File: src/rtl/ex_stage_alu.sv
// Execute stage: operand forwarding, ALU and the EX/MEM pipeline register.
// Undefined ALU codes on valid slots suppress all architectural side effects.
module ex_stage_alu #(
  parameter int WIDTH  = 32,
  parameter int REG_AW = 5
) (
  input  logic              clk,
  input  logic              reset,
  input  logic              in_valid,
  input  logic [3:0]        alu_ctl,
  input  logic              alu_src,
  input  logic [WIDTH-1:0]  rs_data,
  input  logic [WIDTH-1:0]  rt_data,
  input  logic [WIDTH-1:0]  imm,
  input  logic [1:0]        fwd_a,
  input  logic [1:0]        fwd_b,
  input  logic [WIDTH-1:0]  exmem_data,
  input  logic [WIDTH-1:0]  memwb_data,
  input  logic [REG_AW-1:0] rd_in,
  input  logic              reg_write_in,
  input  logic              mem_read_in,
  input  logic              mem_write_in,
  input  logic              stall,
  input  logic              flush,
  output logic              out_valid,
  output logic [WIDTH-1:0]  alu_result,
  output logic              zero,
  output logic [WIDTH-1:0]  store_data,
  output logic [REG_AW-1:0] rd_out,
  output logic              reg_write,
  output logic              mem_read,
  output logic              mem_write,
  output logic              illegal_op
);

  // Returns {undefined, result}; undefined codes yield a zero result.
  function automatic logic [WIDTH:0] alu_op(input logic [3:0] ctl,
                                            input logic [WIDTH-1:0] a,
                                            input logic [WIDTH-1:0] b);
    logic [WIDTH:0] r;
    case (ctl)
      4'b0000: r = {1'b0, a & b};
      4'b0001: r = {1'b0, a | b};
      4'b0010: r = {1'b0, a + b};
      4'b0110: r = {1'b0, a - b};
      4'b0111: r = {1'b0, {(WIDTH-1){1'b0}}, ($signed(a) < $signed(b))};
      4'b1100: r = {1'b0, ~(a | b)};
      default: r = {1'b1, {WIDTH{1'b0}}};
    endcase
    return r;
  endfunction

  logic [WIDTH-1:0]  op_a_s, op_bf_s, op_b_s, result_s;
  logic              undef_s;

  logic              out_valid_r, zero_r, reg_write_r, mem_read_r, mem_write_r, illegal_op_r;
  logic [WIDTH-1:0]  alu_result_r, store_data_r;
  logic [REG_AW-1:0] rd_out_r;

  // Forwarding muxes, immediate select and ALU evaluation.
  always_comb begin
    op_a_s  = rs_data;
    op_bf_s = rt_data;
    case (fwd_a)
      2'b01:   op_a_s = memwb_data;
      2'b10:   op_a_s = exmem_data;
      default: op_a_s = rs_data;
    endcase
    case (fwd_b)
      2'b01:   op_bf_s = memwb_data;
      2'b10:   op_bf_s = exmem_data;
      default: op_bf_s = rt_data;
    endcase
    if (alu_src) begin
      op_b_s = imm;
    end else begin
      op_b_s = op_bf_s;
    end
    {undef_s, result_s} = alu_op(alu_ctl, op_a_s, op_b_s);
  end

  // EX/MEM register: reset, then flush, then stall hold, then load.
  always_ff @(posedge clk) begin
    if (reset || flush) begin
      out_valid_r  <= 1'b0;
      alu_result_r <= {WIDTH{1'b0}};
      zero_r       <= 1'b0;
      store_data_r <= {WIDTH{1'b0}};
      rd_out_r     <= {REG_AW{1'b0}};
      reg_write_r  <= 1'b0;
      mem_read_r   <= 1'b0;
      mem_write_r  <= 1'b0;
      illegal_op_r <= 1'b0;
    end else if (!stall) begin
      out_valid_r  <= in_valid;
      alu_result_r <= result_s;
      zero_r       <= (result_s == {WIDTH{1'b0}});
      store_data_r <= op_bf_s;
      rd_out_r     <= rd_in;
      // Side-effect bits only pass for real, decodable instructions.
      reg_write_r  <= in_valid & ~undef_s & reg_write_in;
      mem_read_r   <= in_valid & ~undef_s & mem_read_in;
      mem_write_r  <= in_valid & ~undef_s & mem_write_in;
      illegal_op_r <= in_valid & undef_s;
    end
  end

  assign out_valid  = out_valid_r;
  assign alu_result = alu_result_r;
  assign zero       = zero_r;
  assign store_data = store_data_r;
  assign rd_out     = rd_out_r;
  assign reg_write  = reg_write_r;
  assign mem_read   = mem_read_r;
  assign mem_write  = mem_write_r;
  assign illegal_op = illegal_op_r;

endmodule

File: config.mk
export PLATFORM = sky130hd
export DESIGN_NAME = ex_stage_alu
export DESIGN_NICKNAME = d
export VERILOG_FILES = /design/src/rtl/ex_stage_alu.sv
export SDC_FILE = /design/constraint.sdc
export NUM_CORES = 1
export LEC_CHECK = 0
export CAP_MARGIN = 20
export CORE_UTILIZATION = 30
export CTS_BUF_LIST = sky130_fd_sc_hd__clkbuf_4 sky130_fd_sc_hd__clkbuf_8 sky130_fd_sc_hd__clkbuf_16
export CTS_CLUSTER_DIAMETER = 150
export CTS_CLUSTER_SIZE = 28
export DETAILED_ROUTE_END_ITERATION = 7
export PLACE_DENSITY = 0.65
export SLEW_MARGIN = 20
export SYNTH_ARGS = -nofsm -noshare
export SYNTH_HDL_FRONTEND = slang
export SYNTH_SLANG_ARGS = --single-unit
File: constraint.sdc
create_clock -name clk -period 7.62 [get_ports clk]
set_clock_uncertainty 0.05 [all_clocks]
set_input_delay 2.286 -clock clk [delete_from_list [all_inputs] [get_ports clk]]
set_output_delay 2.286 -clock clk [all_outputs]
set_load 0.05 [all_outputs]
### Word level (Yosys, flattened, before mapping)

Cells that the tools add are included.

* magnitude comparators: 1
* equality and inequality tests: 9
* reductions and logical operators: 3
* muxes and demuxes: 4
* bitwise logic cells: 9
* $add $sub $neg: 2

Operators by type and width (number)
* $pmux W33 S6: 1
* $pmux W32 S2: 2
* $add A32 B32 Y32: 1
* $and A32 B32 Y32: 1
* $logic_not A32 Y1: 1
* $lt A32 B32 Y1: 1
* $mux W32: 1
* $not A32 Y32: 1
* $or A32 B32 Y32: 1
* $sub A32 B32 Y32: 1
* $eq A4 B3 Y1 const B: 2
* $and A1 B1 Y1: 5
* $eq A2 B1 Y1 const B: 2
* $eq A2 B2 Y1 const B: 2
* $eq A4 B1 Y1 const B: 1
* $eq A4 B2 Y1 const B: 1
* $eq A4 B4 Y1 const B: 1
* $logic_not A4 Y1: 1
* $logic_or A1 B1 Y1: 1
* $not A1 Y1: 1

* bits of input ports: 182
* flip-flop bits (word level): 75
* word-level logic and storage cells: 37

### Logic depth before layout (Yosys ltp)

* depth after elaboration: 9
* depth in mapped cells: 21

### Least setup slack after synthesis

No wires, ideal clock.

* kind: input to register
* from: input fwd_b[0]
* to: register zero_r, in the netlist zero
* setup time: 0.084 ns
* path slack: 0.833 ns
* arrival: 6.653 ns
* stages on the path: 19
* cell sequence: inv_1 -> ha_1 -> clkbuf_1 -> buf_1 -> a21oi_1 -> o21ai_0 -> ha_1 -> inv_1 -> fa_1 -> nand2b_2 -> a211oi_1 -> a211oi_4 -> o21ba_2 -> a221o_1 -> o22a_1 -> nor3_1 -> nand4_1 -> or4_1 -> o31ai_2

* cells in the longest elaborated chain, start to end: 7

Ends and longest elaborated chain
* from (decl): RTL line 16 `input logic [1:0] fwd_b,`
* $eq A2 B2 Y1 / $eq A2 B1 Y1 (equally long branches): RTL line 69 `case (fwd_b)`
* $pmux W32 S2 *: RTL line 69
* $mux W32 *: RTL line 74 `if (alu_src) begin`
* branches (longest 2 deep; another with $sub A32 B32 Y32)
* $pmux W33 S6 *: RTL line 41 `case (ctl)`
* $logic_not A32 Y1 *: RTL line 97 `zero_r <= (result_s == {WIDTH{1'b0}});`
* to (signal assigned): RTL line 97
* to (decl): RTL line 56 `logic out_valid_r, zero_r, reg_write_r, mem_read_r, mem_write_r, illegal_op_r;`

Every way passes the cells marked *.
A chain may end at the register's enable or synchronous reset.

### Worst setup path in the final report

Same ends and word-level chain as after synthesis.

==> flow_results.xml <==
<?xml version="1.0" encoding="UTF-8"?>
<metrics>
  <group name="clocking">
    <metric name="postCtsSetupBuffers" unit="">0</metric>
    <metric name="cts.path.max_buffers" unit="">2</metric>
    <metric name="clock_tree.htree_level_count" unit="">3</metric>
    <metric name="cts_buffers" unit="">9</metric>
    <metric name="clkLatencyLatePin" unit="ps">340</metric>
    <metric name="clock-root-buffer" unit="">sky130_fd_sc_hd__clkbuf_16</metric>
    <metric name="cts-hold-fix-buffers" unit="">0</metric>
    <metric name="clock_sinks" unit="">75</metric>
    <metric name="clkTransAtPathRegs" unit="ps">80</metric>
    <metric name="cts-resized-gates" unit="">0</metric>
    <metric name="cts_tree" unit="">done</metric>
  </group>
  <group name="status">
    <metric name="status" unit="">complete, no violations</metric>
  </group>
  <group name="timing">
    <metric name="clock.fmax" unit="MHz">137</metric>
    <metric name="maxSlewViolCount" unit="">0</metric>
    <metric name="grt_setup_unrepaired" unit="">no</metric>
    <metric name="timing_worst_slew_pin_value" unit="ps">1110</metric>
    <metric name="fin_setup_tns" unit="ps">0</metric>
    <metric name="fin_worst_hold_slack" unit="ps">420</metric>
    <metric name="finalWorstSetupSlack" unit="ps">325</metric>
    <metric name="layout_min_cycle_time" unit="ps">7300</metric>
    <metric name="final.period_utilization" unit="%">95.7</metric>
    <metric name="setup-violations-final" unit="">0</metric>
    <metric name="final-hold-violation-count" unit="">0</metric>
    <metric name="max-slew-margin-rel" unit="%">25.5</metric>
  </group>
  <group name="yosys">
    <metric name="yosys_warnings" unit="">0</metric>
    <metric name="synth_largest_type_area_fraction" unit="%">15.3</metric>
    <metric name="synth.top_cells.by_area" unit="">sky130_fd_sc_hd__dfxtp_1 15%, sky130_fd_sc_hd__ha_1 13%, sky130_fd_sc_hd__nor2_1 8.9%</metric>
    <metric name="post_synth_inst_count" unit="">1449</metric>
    <metric name="synth.yosys.seq_area_share" unit="%">15.3</metric>
    <metric name="synthesis.area" unit="µm²">9810</metric>
    <metric name="synth_top_cells_by_count" unit="">233 x sky130_fd_sc_hd__nor2_1, 159 x sky130_fd_sc_hd__a21oi_1, 131 x sky130_fd_sc_hd__nand2_1, 105 x sky130_fd_sc_hd__ha_1, 102 x sky130_fd_sc_hd__inv_1</metric>
    <metric name="syn-num-nets" unit="">1738</metric>
    <metric name="synth.ff_latch_count" unit="">75</metric>
    <metric name="synth_top_cell_by_area" unit="">sky130_fd_sc_hd__dfxtp_1</metric>
    <metric name="post-synth-top-count-cell" unit="">sky130_fd_sc_hd__nor2_1</metric>
    <metric name="post_synth_num_cell_types" unit="">95</metric>
    <metric name="synth_flop_cell" unit="">sky130_fd_sc_hd__dfxtp_1</metric>
    <metric name="synth-async-reset-ratio" unit="%">0</metric>
    <metric name="synth_edf_count" unit="">0</metric>
    <metric name="syn_avg_cell_area" unit="µm²">6.77</metric>
  </group>
  <group name="power">
    <metric name="intPower" unit="mW">1.14</metric>
    <metric name="clock_power_share" unit="%">21.2</metric>
    <metric name="power.density" unit="nW/µm²">159</metric>
    <metric name="switching_share" unit="%">47.0</metric>
    <metric name="irDropWorstVdd" unit="µV">85.8</metric>
    <metric name="power_frac_seq" unit="%">19.4</metric>
    <metric name="static-leakage-power" unit="nW">5.45</metric>
    <metric name="totalPowerFinal" unit="mW">2.14</metric>
    <metric name="p_switching" unit="mW">1.01</metric>
    <metric name="p_comb_share" unit="%">59.5</metric>
  </group>
  <group name="placed_design">
    <metric name="place_congestion" unit="">1.00</metric>
    <metric name="dp_slack" unit="ps">59.3</metric>
    <metric name="hpwl" unit="mm">36.9</metric>
    <metric name="place_area" unit="µm²">13200</metric>
    <metric name="placedCellCount" unit="">2132</metric>
    <metric name="port_buffers" unit="">256</metric>
  </group>
  <group name="die">
    <metric name="number_of_core_rows" unit="">65</metric>
    <metric name="core-area" unit="µm²">31900</metric>
    <metric name="start_util" unit="%">30.8</metric>
    <metric name="num_io_pins" unit="">257</metric>
    <metric name="die_w" unit="µm">183</metric>
    <metric name="die-area" unit="µm²">33400</metric>
    <metric name="chipHeight" unit="µm">183</metric>
  </group>
  <group name="flow_run">
    <metric name="max-cap-violations" unit="">0</metric>
  </group>
  <group name="detailed_routing">
    <metric name="drc_errors" unit="">0</metric>
    <metric name="routed_wirelength" unit="mm">45.8</metric>
    <metric name="vias_cell" unit="">5.74</metric>
    <metric name="dr.first_iter.drc_count" unit="">1334</metric>
    <metric name="via_count" unit="">12300</metric>
    <metric name="average_detailed_routed_wire_length_per_instance" unit="µm">21.3</metric>
    <metric name="detailedRoute.firstPassIterationCount" unit="">6</metric>
    <metric name="ant_nets" unit="">0</metric>
  </group>
  <group name="finish">
    <metric name="area.growth.synth_to_final" unit="%">37.5</metric>
    <metric name="layout.cell_area.non_filler" unit="µm²">13500</metric>
    <metric name="post-route-util" unit="%">42.3</metric>
    <metric name="count_of_inserted_antenna_diode_cells" unit="">0</metric>
    <metric name="final_cell_count_no_fill" unit="">2148</metric>
    <metric name="final_layout_size_suffix_gt1_share" unit="%">9.46</metric>
    <metric name="finalNetCount" unit="">1997</metric>
  </group>
  <group name="global_routing">
    <metric name="gr-total-overflow" unit="">0</metric>
    <metric name="groute.usage.overall" unit="%">26.6</metric>
    <metric name="number_of_global_route_vias_before_repair" unit="">11400</metric>
    <metric name="grt_antenna_before_repair" unit="">0</metric>
    <metric name="grt_start_max_net_pins" unit="">71</metric>
    <metric name="first_pass_grt_wire_length" unit="mm">68.4</metric>
  </group>
  <group name="critical_path">
    <metric name="cpMaxStageDelayCell" unit="">sky130_fd_sc_hd__clkdlybuf4s50_1</metric>
    <metric name="worst_setup_ep_type" unit="">flip-flop</metric>
    <metric name="critical_path_class" unit="">input pin to flip-flop</metric>
    <metric name="crit_path_start" unit="">fwd_b[0]</metric>
    <metric name="cp_delay_by_family_top" unit="">compound AO/OA/AOI/OAI gates</metric>
    <metric name="critical_path_arrival" unit="ps">7530</metric>
    <metric name="critical_path_peak_fanout" unit="">30</metric>
    <metric name="timing.critical_path.slowest_cell_delay" unit="ps">550</metric>
    <metric name="worst_ep_required_time" unit="ps">7850</metric>
    <metric name="r2r-start" unit="">alu_result[5]</metric>
    <metric name="r2r_setup_slack" unit="ps">6790</metric>
    <metric name="cp-start-kind" unit="">input pin</metric>
    <metric name="critical_path.n_buffers_inverters" unit="">3</metric>
    <metric name="worstPathCellList" unit="">clkdlybuf4s50_1 -&gt; inv_1 -&gt; ha_2 -&gt; buf_12 -&gt; nor2_1 -&gt; a21oi_1 -&gt; o21ai_0 -&gt; ha_1 -&gt; nor2_1 -&gt; a221oi_1 -&gt; a21oi_1 -&gt; or2_2 -&gt; a31oi_1 -&gt; o21ai_0 -&gt; a221o_1 -&gt; a21o_1 -&gt; nor4_1 -&gt; nand3_1 -&gt; o31ai_2</metric>
  </group>
  <group name="hold_path">
    <metric name="hold_start" unit="">alu_result[3]</metric>
    <metric name="worst_hold_path_type" unit="">flip-flop to flip-flop</metric>
  </group>
</metrics>
-- state kept, by name, indices dropped and copies added, names as in the netlist --
register,flops
mem_write,1
reg_write,1
alu_result,32
mem_read,1
out_valid,1
zero,1
rd_out,5
illegal_op,1
store_data,32
-- worst paths after layout --
path	endpoint	depth (start not counted)
setup reg to reg	alu_result[5]	2
hold / removal	alu_result[3]	2
hold reg to reg	alu_result[3]	2
setup / recovery	zero	19
-- layout by cell type, fill, tap and decap left out, drive strengths merged, types with 15 or more instances in the layout --
cell | netlist | final
nand3 | 15 | 15
a31oi | 16 | 16
inv | 104 | 107
nor3 | 43 | 43
dfxtp | 75 | 75
a21oi | 159 | 159
a221oi | 20 | 20
nor2 | 234 | 234
a22oi | 74 | 74
clkdlybuf4s50 | 0 | 254
mux2i | 17 | 17
o21ai | 92 | 92
buf | 21 | 102
a221o | 19 | 19
ha | 105 | 105
nand2 | 131 | 131
o21a | 21 | 21
-- metal layers --
layer | part of all wire (%) | vias to the layer above | GRT usage (%)
met2 | 44 | 682 | 42.2
li1 | - | 5739 | -
met3 | 9.3 | 74 | 4.53
met1 | 43 | 5833 | 36.3
met5 | 0 | - | 0
met4 | 2.9 | 0 | 9.13
-- kinds of logic after synthesis --
logic type	after synthesis	share of synthesized area, %
AO/OA/AOI/OAI	530	36.6
multiplexers	17	1.73
adder cells (fa/ha/maj)	107	13.8
AND/OR/NAND/NOR	503	22.9
XOR/XNOR	5	0.446
buffers and inverters	212	9.23
flip-flops	75	15.3
-- power by group through the flow --
stage               clock network, mW  registers (mW)  logic, mW
global placement                    0           0.424       1.23
finish                          0.453           0.415       1.27
floorplan                           0           0.472      0.698
CTS                             0.464           0.415       1.24
detailed placement                  0           0.424       1.23
global route                    0.473           0.417       1.36
-- layout make-up --
class | instances | area, µm²
clock buffer | 9 | 225
clock inverter | 7 | 70.1
fill | 3316 | 18400
inverter | 104 | 390
multi-input combinational | 1162 | 7420
sequential | 75 | 1500
tap | 435 | 544
timing repair buffer | 356 | 3330
-- worst reg2reg max path, stage by stage (launching register included) --
cell	delay, ps
sky130_fd_sc_hd__dfxtp_1	400
sky130_fd_sc_hd__nor2_1	60
sky130_fd_sc_hd__a311oi_1	240
No activity file was read; power rests on OpenSTA's default activity.
